**src/rtl/load_store_unit_pkg.sv**
```systemverilog
// load_store_unit_pkg: shared types, width codes and extension helpers for the load/store unit
package load_store_unit_pkg;

   localparam int XLEN = 64;

   typedef enum logic [1:0] {S_IDLE, S_REQ, S_WAIT, S_RESP} lsu_state_e;

   localparam logic [1:0] SZ_B = 2'd0;
   localparam logic [1:0] SZ_H = 2'd1;
   localparam logic [1:0] SZ_W = 2'd2;
   localparam logic [1:0] SZ_D = 2'd3;

   localparam logic [2:0] F3_B  = 3'b000;
   localparam logic [2:0] F3_H  = 3'b001;
   localparam logic [2:0] F3_W  = 3'b010;
   localparam logic [2:0] F3_D  = 3'b011;
   localparam logic [2:0] F3_BU = 3'b100;
   localparam logic [2:0] F3_HU = 3'b101;
   localparam logic [2:0] F3_WU = 3'b110;

   function automatic logic [63:0] sext_8(input logic [7:0] v);
      return {{56{v[7]}}, v};
   endfunction

   function automatic logic [63:0] sext_16(input logic [15:0] v);
      return {{48{v[15]}}, v};
   endfunction

   function automatic logic [63:0] sext_32(input logic [31:0] v);
      return {{32{v[31]}}, v};
   endfunction

   function automatic logic [63:0] zext_8(input logic [7:0] v);
      return {56'd0, v};
   endfunction

   function automatic logic [63:0] zext_16(input logic [15:0] v);
      return {48'd0, v};
   endfunction

   function automatic logic [63:0] zext_32(input logic [31:0] v);
      return {32'd0, v};
   endfunction

   // byte-enable pattern for an access size before shifting into the lane
   function automatic logic [7:0] size_mask(input logic [1:0] sz);
      return sz == SZ_B ? 8'h01 : sz == SZ_H ? 8'h03 : sz == SZ_W ? 8'h0F : 8'hFF;
   endfunction

   // undefined width codes raise the same exception as a misaligned address
   function automatic logic misaligned_op(input logic is_store, input logic [2:0] f3, input logic [2:0] lo);
      logic bad_f3;
      logic bad_lo;
      bad_f3 = is_store ? f3[2] : (f3 == 3'b111);
      bad_lo = f3[1:0] == SZ_H ? lo[0] : f3[1:0] == SZ_W ? |lo[1:0] : f3[1:0] == SZ_D ? |lo : 1'b0;
      return bad_f3 | bad_lo;
   endfunction

endpackage

```
**src/rtl/load_store_unit_load_align.sv**
```systemverilog
// load_align: moves the addressed lane of a memory word down to bit 0 and extends it
module load_align
   import load_store_unit_pkg::*;
#(
   parameter int DATA_WIDTH = XLEN
) (
   input  logic [DATA_WIDTH-1:0] rdata,
   input  logic [2:0]            offset,
   input  logic [2:0]            funct3,
   output logic [DATA_WIDTH-1:0] data
);

   logic [DATA_WIDTH-1:0] lane;

   assign lane = rdata >> {offset, 3'b000};

   // pick signed or unsigned extension by width code; doubleword passes through
   always_comb begin
      data = funct3 == F3_B  ? sext_8(lane[7:0])   :
             funct3 == F3_H  ? sext_16(lane[15:0]) :
             funct3 == F3_W  ? sext_32(lane[31:0]) :
             funct3 == F3_BU ? zext_8(lane[7:0])   :
             funct3 == F3_HU ? zext_16(lane[15:0]) :
             funct3 == F3_WU ? zext_32(lane[31:0]) : lane;
   end

endmodule

```
**src/rtl/load_store_unit.sv**
```systemverilog
// load_store_unit: one-at-a-time RV64I load/store engine between EX, memory and writeback
module load_store_unit
   import load_store_unit_pkg::*;
#(
   parameter int DATA_WIDTH = XLEN
) (
   input  logic                  clk,
   input  logic                  rst_n,
   input  logic                  ex_valid,
   output logic                  ex_ready,
   input  logic                  ex_is_store,
   input  logic [2:0]            ex_funct3,
   input  logic [DATA_WIDTH-1:0] ex_addr,
   input  logic [DATA_WIDTH-1:0] ex_wdata,
   input  logic [4:0]            ex_rd,
   output logic                  mem_req_valid,
   input  logic                  mem_req_ready,
   output logic                  mem_req_we,
   output logic [DATA_WIDTH-1:0] mem_req_addr,
   output logic [DATA_WIDTH-1:0] mem_req_wdata,
   output logic [7:0]            mem_req_wstrb,
   input  logic                  mem_resp_valid,
   input  logic [DATA_WIDTH-1:0] mem_resp_rdata,
   output logic                  wb_valid,
   input  logic                  wb_ready,
   output logic                  wb_we,
   output logic [4:0]            wb_rd,
   output logic [DATA_WIDTH-1:0] wb_data,
   output logic                  wb_misaligned
);

   lsu_state_e            state;
   logic                  op_store;
   logic [2:0]            op_f3;
   logic [2:0]            op_off;
   logic                  ex_misaligned;
   logic [7:0]            ex_wstrb;
   logic [DATA_WIDTH-1:0] load_data;

   assign ex_misaligned = misaligned_op(ex_is_store, ex_funct3, ex_addr[2:0]);
   assign ex_wstrb      = size_mask(ex_funct3[1:0]) << ex_addr[2:0];

   load_align #(.DATA_WIDTH(DATA_WIDTH)) u_load_align (
      .rdata (mem_resp_rdata),
      .offset(op_off),
      .funct3(op_f3),
      .data  (load_data)
   );

   // sequencer: all handshake and payload outputs are registered so they stay stable while stalled
   always_ff @(posedge clk or negedge rst_n) begin
      if (!rst_n) begin
         state         <= S_IDLE;
         ex_ready      <= 1'b1;
         op_store      <= 1'b0;
         op_f3         <= 3'd0;
         op_off        <= 3'd0;
         mem_req_valid <= 1'b0;
         mem_req_we    <= 1'b0;
         mem_req_addr  <= '0;
         mem_req_wdata <= '0;
         mem_req_wstrb <= 8'h00;
         wb_valid      <= 1'b0;
         wb_we         <= 1'b0;
         wb_rd         <= 5'd0;
         wb_data       <= '0;
         wb_misaligned <= 1'b0;
      end else begin
         case (state)
            S_IDLE: if (ex_valid) begin
               ex_ready <= 1'b0;
               op_store <= ex_is_store;
               op_f3    <= ex_funct3;
               op_off   <= ex_addr[2:0];
               wb_rd    <= ex_rd;
               if (ex_misaligned) begin
                  state         <= S_RESP;
                  wb_valid      <= 1'b1;
                  wb_we         <= 1'b0;
                  wb_misaligned <= 1'b1;
                  wb_data       <= ex_addr;
               end else begin
                  state         <= S_REQ;
                  mem_req_valid <= 1'b1;
                  mem_req_we    <= ex_is_store;
                  mem_req_addr  <= {ex_addr[DATA_WIDTH-1:3], 3'b000};
                  mem_req_wdata <= ex_is_store ? ex_wdata << {ex_addr[2:0], 3'b000} : '0;
                  mem_req_wstrb <= ex_is_store ? ex_wstrb : 8'h00;
               end
            end
            S_REQ: if (mem_req_ready) begin
               state         <= S_WAIT;
               mem_req_valid <= 1'b0;
            end
            S_WAIT: if (mem_resp_valid) begin
               state         <= S_RESP;
               wb_valid      <= 1'b1;
               wb_misaligned <= 1'b0;
               wb_we         <= !op_store && wb_rd != 5'd0;
               wb_data       <= op_store ? '0 : load_data;
            end
            S_RESP: if (wb_ready) begin
               state    <= S_IDLE;
               wb_valid <= 1'b0;
               ex_ready <= 1'b1;
            end
            default: state <= S_IDLE;
         endcase
      end
   end

endmodule
```
**config.mk**
```make
export PLATFORM = sky130hd
export DESIGN_NAME = load_store_unit
export DESIGN_NICKNAME = d
export VERILOG_FILES = /design/src/rtl/load_store_unit_pkg.sv /design/src/rtl/load_store_unit_load_align.sv /design/src/rtl/load_store_unit.sv
export SDC_FILE = /design/constraint.sdc
export NUM_CORES = 1
export LEC_CHECK = 0
export CELL_PAD_IN_SITES_DETAIL_PLACEMENT = 0
export CELL_PAD_IN_SITES_GLOBAL_PLACEMENT = 1
export CORE_MARGIN = 3
export CORE_UTILIZATION = 35
export DETAILED_ROUTE_END_ITERATION = 8
export HOLD_SLACK_MARGIN = 0.03
export PLACE_DENSITY_LB_ADDON = 0.2
export RECOVER_POWER = 50
export SYNTH_ARGS = -nofsm -noshare
export SYNTH_HDL_FRONTEND = slang
export SYNTH_HIERARCHICAL = 1
export SYNTH_SLANG_ARGS = --single-unit
```
**constraint.sdc**
```tcl
create_clock -name clk -period 2.59 [get_ports clk]
set_input_delay 0.6475 -clock clk [delete_from_list [all_inputs] [get_ports clk]]
set_output_delay 0.6475 -clock clk [all_outputs]
set_load 0.005 [all_outputs]
```
# Word level (Yosys, flattened, before mapping)
# Cells that the tools add are included.
[totals]
in_bits = 207
regBits = 217
wordCells = 101
out_inout_bits = 211
[op_classes]
mux = 44
eq_ne = 18
shift = 3
n_bitwise = 2
n_reduce_logical = 19
[op_table]
columns = ["operator", "n"]
rows = [
  ["64-bit two-way mux", 11],
  ["64-bit case mux with 2 select lines", 1],
  ["64-bit by 6-bit << shifter with 64-bit output", 1],
  ["64-bit by 6-bit >> shifter with 64-bit output", 1],
  ["8-bit two-way mux", 4],
  ["1-bit two-way mux", 17],
  ["3-bit == test (second input constant)", 4],
  ["2-bit inequality test (second input constant)", 6],
  ["4-bit AND reduction", 3],
  ["2-bit two-way mux", 5],
  ["2-bit == test (second input constant)", 4],
  ["1-bit case mux with 2 select lines", 4],
  ["2-bit case mux with 4 select lines", 1],
  ["8-bit by 3-bit << shifter with 8-bit output", 1],
  ["3-bit AND reduction", 2],
  ["2-bit nonzero test", 3],
  ["5-bit AND reduction", 1],
  ["5-bit nonzero test", 1],
  ["2-bit by 1-bit == test with 1-bit output (second input constant)", 2],
  ["2-bit zero test", 2],
  ["3-bit by 1-bit == test with 1-bit output (second input constant)", 1],
  ["3-bit by 2-bit == test with 1-bit output (second input constant)", 1],
  ["3-bit zero test", 1],
  ["1-bit case mux with 3 select lines", 1],
  ["other kinds (8)", 8],
]

# Logic depth before layout (Yosys ltp)
[depth]
word_depth = 10
ltp_mapped = 11
depth_no_buf = 8

# Cells and area by module
# Netlist, hierarchy kept.
[modules_own_cells]
columns = ["mod", "cells_each", "area_per_inst_um2", "seq_area_each_um2", "instances"]
rows = [
  ["load_store_unit", 1023, 10442.5, 5431.5, 1],
  ["load_align", 353, 2308.5, 0.0, 1],
]

# Worst setup path after synthesis
# No wires, ideal clock.
[synth_timing]
path_kind = "input port to flip-flop"
startpoint = "input port mem_resp_rdata[39]"
endpoint = "register wb_data[47]"
path_slack_ns = 0.398
setup_ns = 0.127
stages = 9
path_buffers = 1
t_arrival_ns = 2.064
t_required_ns = 2.463
cell_sequence = "a21o_1 a221oi_2 nor3_4 buf_2 a21oi_1 o21ai_2 nand2_1 o21ai_0 mux2_1"
[synth_via]
elab_chain_len = 10
[synth_rtl]
columns = ["item", "line_no", "text"]
rows = [
  ["from (decl)", "load_store_unit.sv:23", "input logic [DATA_WIDTH-1:0] mem_resp_rdata,"],
  ["64-bit by 6-bit >> shifter with 64-bit output (*)", "load_store_unit_load_align.sv:15", "assign lane = rdata >> {offset, 3'b000};"],
  ["64-bit two-way mux", "load_store_unit_load_align.sv:24", "funct3 == F3_WU ? zext_32(lane[31:0]) : lane;"],
  ["64-bit two-way mux", "load_store_unit_load_align.sv:23", "funct3 == F3_HU ? zext_16(lane[15:0]) :"],
  ["64-bit two-way mux", "load_store_unit_load_align.sv:22", "funct3 == F3_BU ? zext_8(lane[7:0]) :"],
  ["64-bit two-way mux", "load_store_unit_load_align.sv:21", "funct3 == F3_W ? sext_32(lane[31:0]) :"],
  ["64-bit two-way mux", "load_store_unit_load_align.sv:20", "funct3 == F3_H ? sext_16(lane[15:0]) :"],
  ["64-bit two-way mux (*)", "load_store_unit_load_align.sv:19", "data = funct3 == F3_B ? sext_8(lane[7:0]) :"],
  ["named net load_data[47]", "load_store_unit.sv:38", "logic [DATA_WIDTH-1:0] load_data;"],
  ["64-bit two-way mux (*)", "load_store_unit.sv:100", "wb_data <= op_store ? '0 : load_data;"],
  ["64-bit two-way mux (*)", "load_store_unit.sv:95", "S_WAIT: if (mem_resp_valid) begin"],
  ["64-bit case mux with 2 select lines (*)", "load_store_unit.sv:69", "case (state)"],
  ["to (signal assigned)", "load_store_unit.sv:81", "wb_data <= ex_addr;"],
  ["to (signal assigned)", "load_store_unit.sv:100", ""],
  ["to (decl)", "load_store_unit.sv:28", "output logic [DATA_WIDTH-1:0] wb_data,"],
]
# The timed path passes the listed nets; every way through them passes the cells marked *. The select of a mux whose other input is x is not followed.
# A chain may end at the register's enable or synchronous reset.

# Final worst setup path
[layout_timing]
startpoint = "register op_off[1]"
endpoint = "register wb_data[40]"
[layout_via]
elab_chain_len = 10
[layout_rtl]
columns = ["item", "line_no", "text"]
rows = [
  ["from (decl)", "load_store_unit.sv:35", "logic [2:0] op_off;"],
  ["from (signal assigned)", "load_store_unit.sv:74", "op_off <= ex_addr[2:0];"],
  ["64-bit by 6-bit >> shifter with 64-bit output (*)", "load_store_unit_load_align.sv:15", ""],
  ["64-bit two-way mux", "load_store_unit_load_align.sv:24", ""],
  ["64-bit two-way mux", "load_store_unit_load_align.sv:23", ""],
  ["64-bit two-way mux", "load_store_unit_load_align.sv:22", ""],
  ["64-bit two-way mux", "load_store_unit_load_align.sv:21", ""],
  ["64-bit two-way mux", "load_store_unit_load_align.sv:20", ""],
  ["64-bit two-way mux (*)", "load_store_unit_load_align.sv:19", ""],
  ["named net load_data[40]", "load_store_unit.sv:38", ""],
  ["64-bit two-way mux (*)", "load_store_unit.sv:100", ""],
  ["64-bit two-way mux (*)", "load_store_unit.sv:95", ""],
  ["64-bit case mux with 2 select lines (*)", "load_store_unit.sv:69", ""],
]
# Marks and branches as above.

==> results.py <==
metrics = {
    "timing": {
        "layout_min_cycle_time_ps": 2461,
        "timing.final.crit_share_pct": 95.00,
        "maxSlewHeadroom_pct": 14.07,
        "timing.setup.tns_ps": 0,
        "final_hold_viol_count": 0,
        "whs_ps": 474.3,
        "slew_violations": 0,
        "rsz0062_at_grt": "false",
        "fin_worst_skew_ps": 7.426,
        "worst_pin_slew_ps": 1289,
        "setup_ws_ps": 129.4,
        "fmaxAchievable_mhz": 406.4,
        "setup_viol": 0,
    },
    "detailed_routing": {
        "wl_per_cell_um": 22.36,
        "drt_first_pass_iters": 5,
        "vias_per_cell": 5.257,
        "routed_wl_mm": 51.77,
        "vias": 12170,
        "drt_iter0_drc": 673,
        "drt_drc_violations_left": 0,
        "ant_nets": 0,
    },
    "clock_network": {
        "h-tree-depth": 1,
        "root_buffer": "clkbuf_16",
        "tritoncts.num_buffers": 26,
        "cts_setup_buffers": 0,
        "cts_buffer_depth": 3,
        "path_clk_slew_ps": 60,
        "cts_tree": "built",
        "worstSkewPairLatency_ps": 530,
        "clock_sinks": 217,
    },
    "pwr": {
        "power_density_nw_per_um2": 1111,
        "p_total_mw": 21.15,
        "ir_worst_vdd_uv": 676.9,
        "p_leak_nw": 8.385,
    },
    "critical_path": {
        "path_class": "reg2reg",
        "crit_chain": "buf_12, mux2i_1, o21ai_0, buf_4, a21oi_1, o21ai_2, nand2_1, o21ai_0, mux2_1",
        "rr_startpoint": "op_off[1]",
        "cpMostUsedCell": "o21ai_0",
        "r2r_setup_slack_ps": 130,
        "regToRegEndpoint": "wb_data[40]",
        "reg2reg_depth": 9,
        "arrival_ps": 2870,
        "crit_path_start": "op_off[1]",
        "crit_required_ps": 3000,
        "crit_path_start_kind": "register",
        "crit_fanout": 27,
        "cp-end-kind": "register",
        "crit_slowest_cell": "dfrtp_2",
        "crit_path_max_incr_delay_ps": 630,
    },
    "grt": {
        "antenna_found_initial": 3,
        "grt_overflow": 0,
        "use_met2_pct": 47.24,
        "grt_pass1_vias": 12580,
        "use_met1_pct": 31.58,
        "grtUsageTotal_pct": 25.85,
        "grt_busiest_layer": "met2",
        "gr-usage-met3_pct": 4.650,
        "grt_pass1_wl_mm": 77.45,
        "grt_max_degree": 87,
    },
    "floorplanning": {
        "die_h_um": 196.9,
        "initial_core_util_pct": 35.68,
        "rows": 69,
        "die_w_um": 196.9,
        "die_area_um2": 38760,
        "io_pins": 418,
        "coreArea_um2": 35740,
    },
    "synthesis": {
        "syn_area_per_cell_um2": 9.267,
        "synth_adder_area_share_pct": 0.3925,
        "synth_compound_area_share_pct": 21.80,
        "synth_top_family_by_area": "compound AO/OA/AOI/OAI gates",
        "synth_cell_types": 66,
        "synth_ff_type": "dfrtp_1",
        "syn_inst": 1376,
        "ys_ff_latch": 217,
        "synthXorXnorAreaFrac_pct": 0,
        "yosys.area_share.simple_pct": 11.23,
        "ys_warn_count": 6,
        "seq_area_frac_synth_pct": 42.60,
        "synthesis.area_um2": 12750,
        "synth_edf_count": 0,
        "async_flop_share_pct": 100.0,
        "synthMuxAreaShare_pct": 16.97,
    },
    "job": {
        "max-cap-violations": 0,
    },
    "min_path": {
        "min_path_cells": 2,
        "worstHoldStart": "mem_req_addr[57]",
        "hp-class": "reg2reg",
        "hold_end": "mem_req_addr[57]",
    },
    "finish": {
        "layout_common_cells": "322 x clkdlybuf4s50_1, 214 x dfrtp_1, 211 x nand2_1, 190 x o21ai_0, 98 x buf_4",
        "nNetsFinal": 2044,
        "drive_gt1_share_pct": 14.90,
        "fin_util_pct": 53.27,
        "layout_commonest_cell": "clkdlybuf4s50_1",
        "area_growth_pct": 49.33,
    },
    "place": {
        "io_buffers": 414,
        "post-place-ws_ps": -235.3,
        "place.gp.congestion": 0.9365,
        "dp_hpwl_mm": 40.92,
    },
    "outcome": {
        "outcome": "finished clean",
    },
}
area by class of cell:
class,count,area (um^2)
Fill cell,3330,16700
Multi-Input combinational cell,972,6471
Sequential cell,217,5434
Timing Repair Buffer,539,5305
Clock buffer,37,803.3
Tap cell,461,576.8
Inverter,77,289.0
Clock inverter,10,156.4
Antenna cell,2,5.005
timing repair:
| item | in CTS | in global routing |
|---|---|---|
| hold buffers | 1 | 0 |
| endpoints found under the setup margin | 0 | 1 |
| resized for setup | 0 | 1 |
| endpoints found under the hold margin | 35 | 0 |
synth_stat cells, types with 5 or more instances:
cell type,instances,area (um^2)
a21o_1,7,52.55
a221oi_1,16,140.1
nor3_1,7,35.03
nor2_1,53,198.9
a211oi_1,18,135.1
mux2_2,70,788.3
a221o_1,9,90.09
nand2_1,211,792.0
nand3_1,7,35.03
mux2i_1,80,800.8
inv_1,75,281.5
o211ai_1,10,75.07
o21a_1,5,37.54
a32oi_1,6,52.55
a22oi_1,6,45.04
a21oi_1,75,375.4
nand2b_1,13,81.33
buf_1,5,18.77
buf_4,16,120.1
o21ai_1,16,80.08
dfrtp_1,216,5405
buf_2,28,140.1
mux2_1,49,551.8
o21ai_0,190,950.9
a22o_1,32,280.3
o22ai_1,12,75.07
nor2b_1,8,50.05
o21ai_2,8,70.07
clkbuf_1,52,195.2
a32o_1,11,110.1
buf_6,10,112.6
routing by layer:
layer	part of all wire, %	vias to the layer above	wire, um
met2	51	398	26450
li1	-	5801	-
met3	5.7	83	2976
met4	2.7	4	1385
met5	0.058	-	30
met1	40	5885	20920
how the worst max path moves through the flow:
stage | endpoint | depth (start not counted)
after floorplan | wb_data[47] | 9
after global placement | wb_data[10] | 6
after detailed placement | wb_data[49] | 6
after CTS | wb_data[40] | 9
after global routing | wb_data[40] | 9
final | wb_data[40] | 9
sequential cells by signal (all words and copies together), names as in the netlist:
| register | count |
|---|---|
| mem_req_we | 1 |
| mem_req_wdata | 64 |
| wb_rd | 5 |
| mem_req_addr | 61 |
| op_f3 | 3 |
| op_store | 1 |
| state | 2 |
| wb_we | 1 |
| wb_data | 64 |
| wb_misaligned | 1 |
| mem_req_wstrb | 8 |
| op_off | 3 |
| wb_valid | 1 |
| mem_req_valid | 1 |
| ex_ready | 1 |
critical path: cells and delay by family, from the launching register on:
kind	cells	cell delay [ps]
AOI/OAI and AO/OA	4	600
buffers and inverters	2	490
and+or+nand+nor	1	60
muxes	2	560
DFF	1	630
per-stage QoR:
stage               instances  area (um^2)
global placement         2265        18100
detailed placement       2265        18100
finish                   2315        19040
global route             2313        19040
CTS                      2313        19070
floorplan                1378        12760
cell families after synthesis:
kind of cell,Yosys count
other cells,1
fa+ha+maj,4
mux,200
simple gates,325
buf+inv,189
flops,217
compound gates,440
report_power, final:
group / switching, mW / internal (mW)
combinational: 5.42 / 5.83
sequential: 0.954 / 4.90
clock: 1.50 / 2.54
Power figures use the tool's default switching activity.
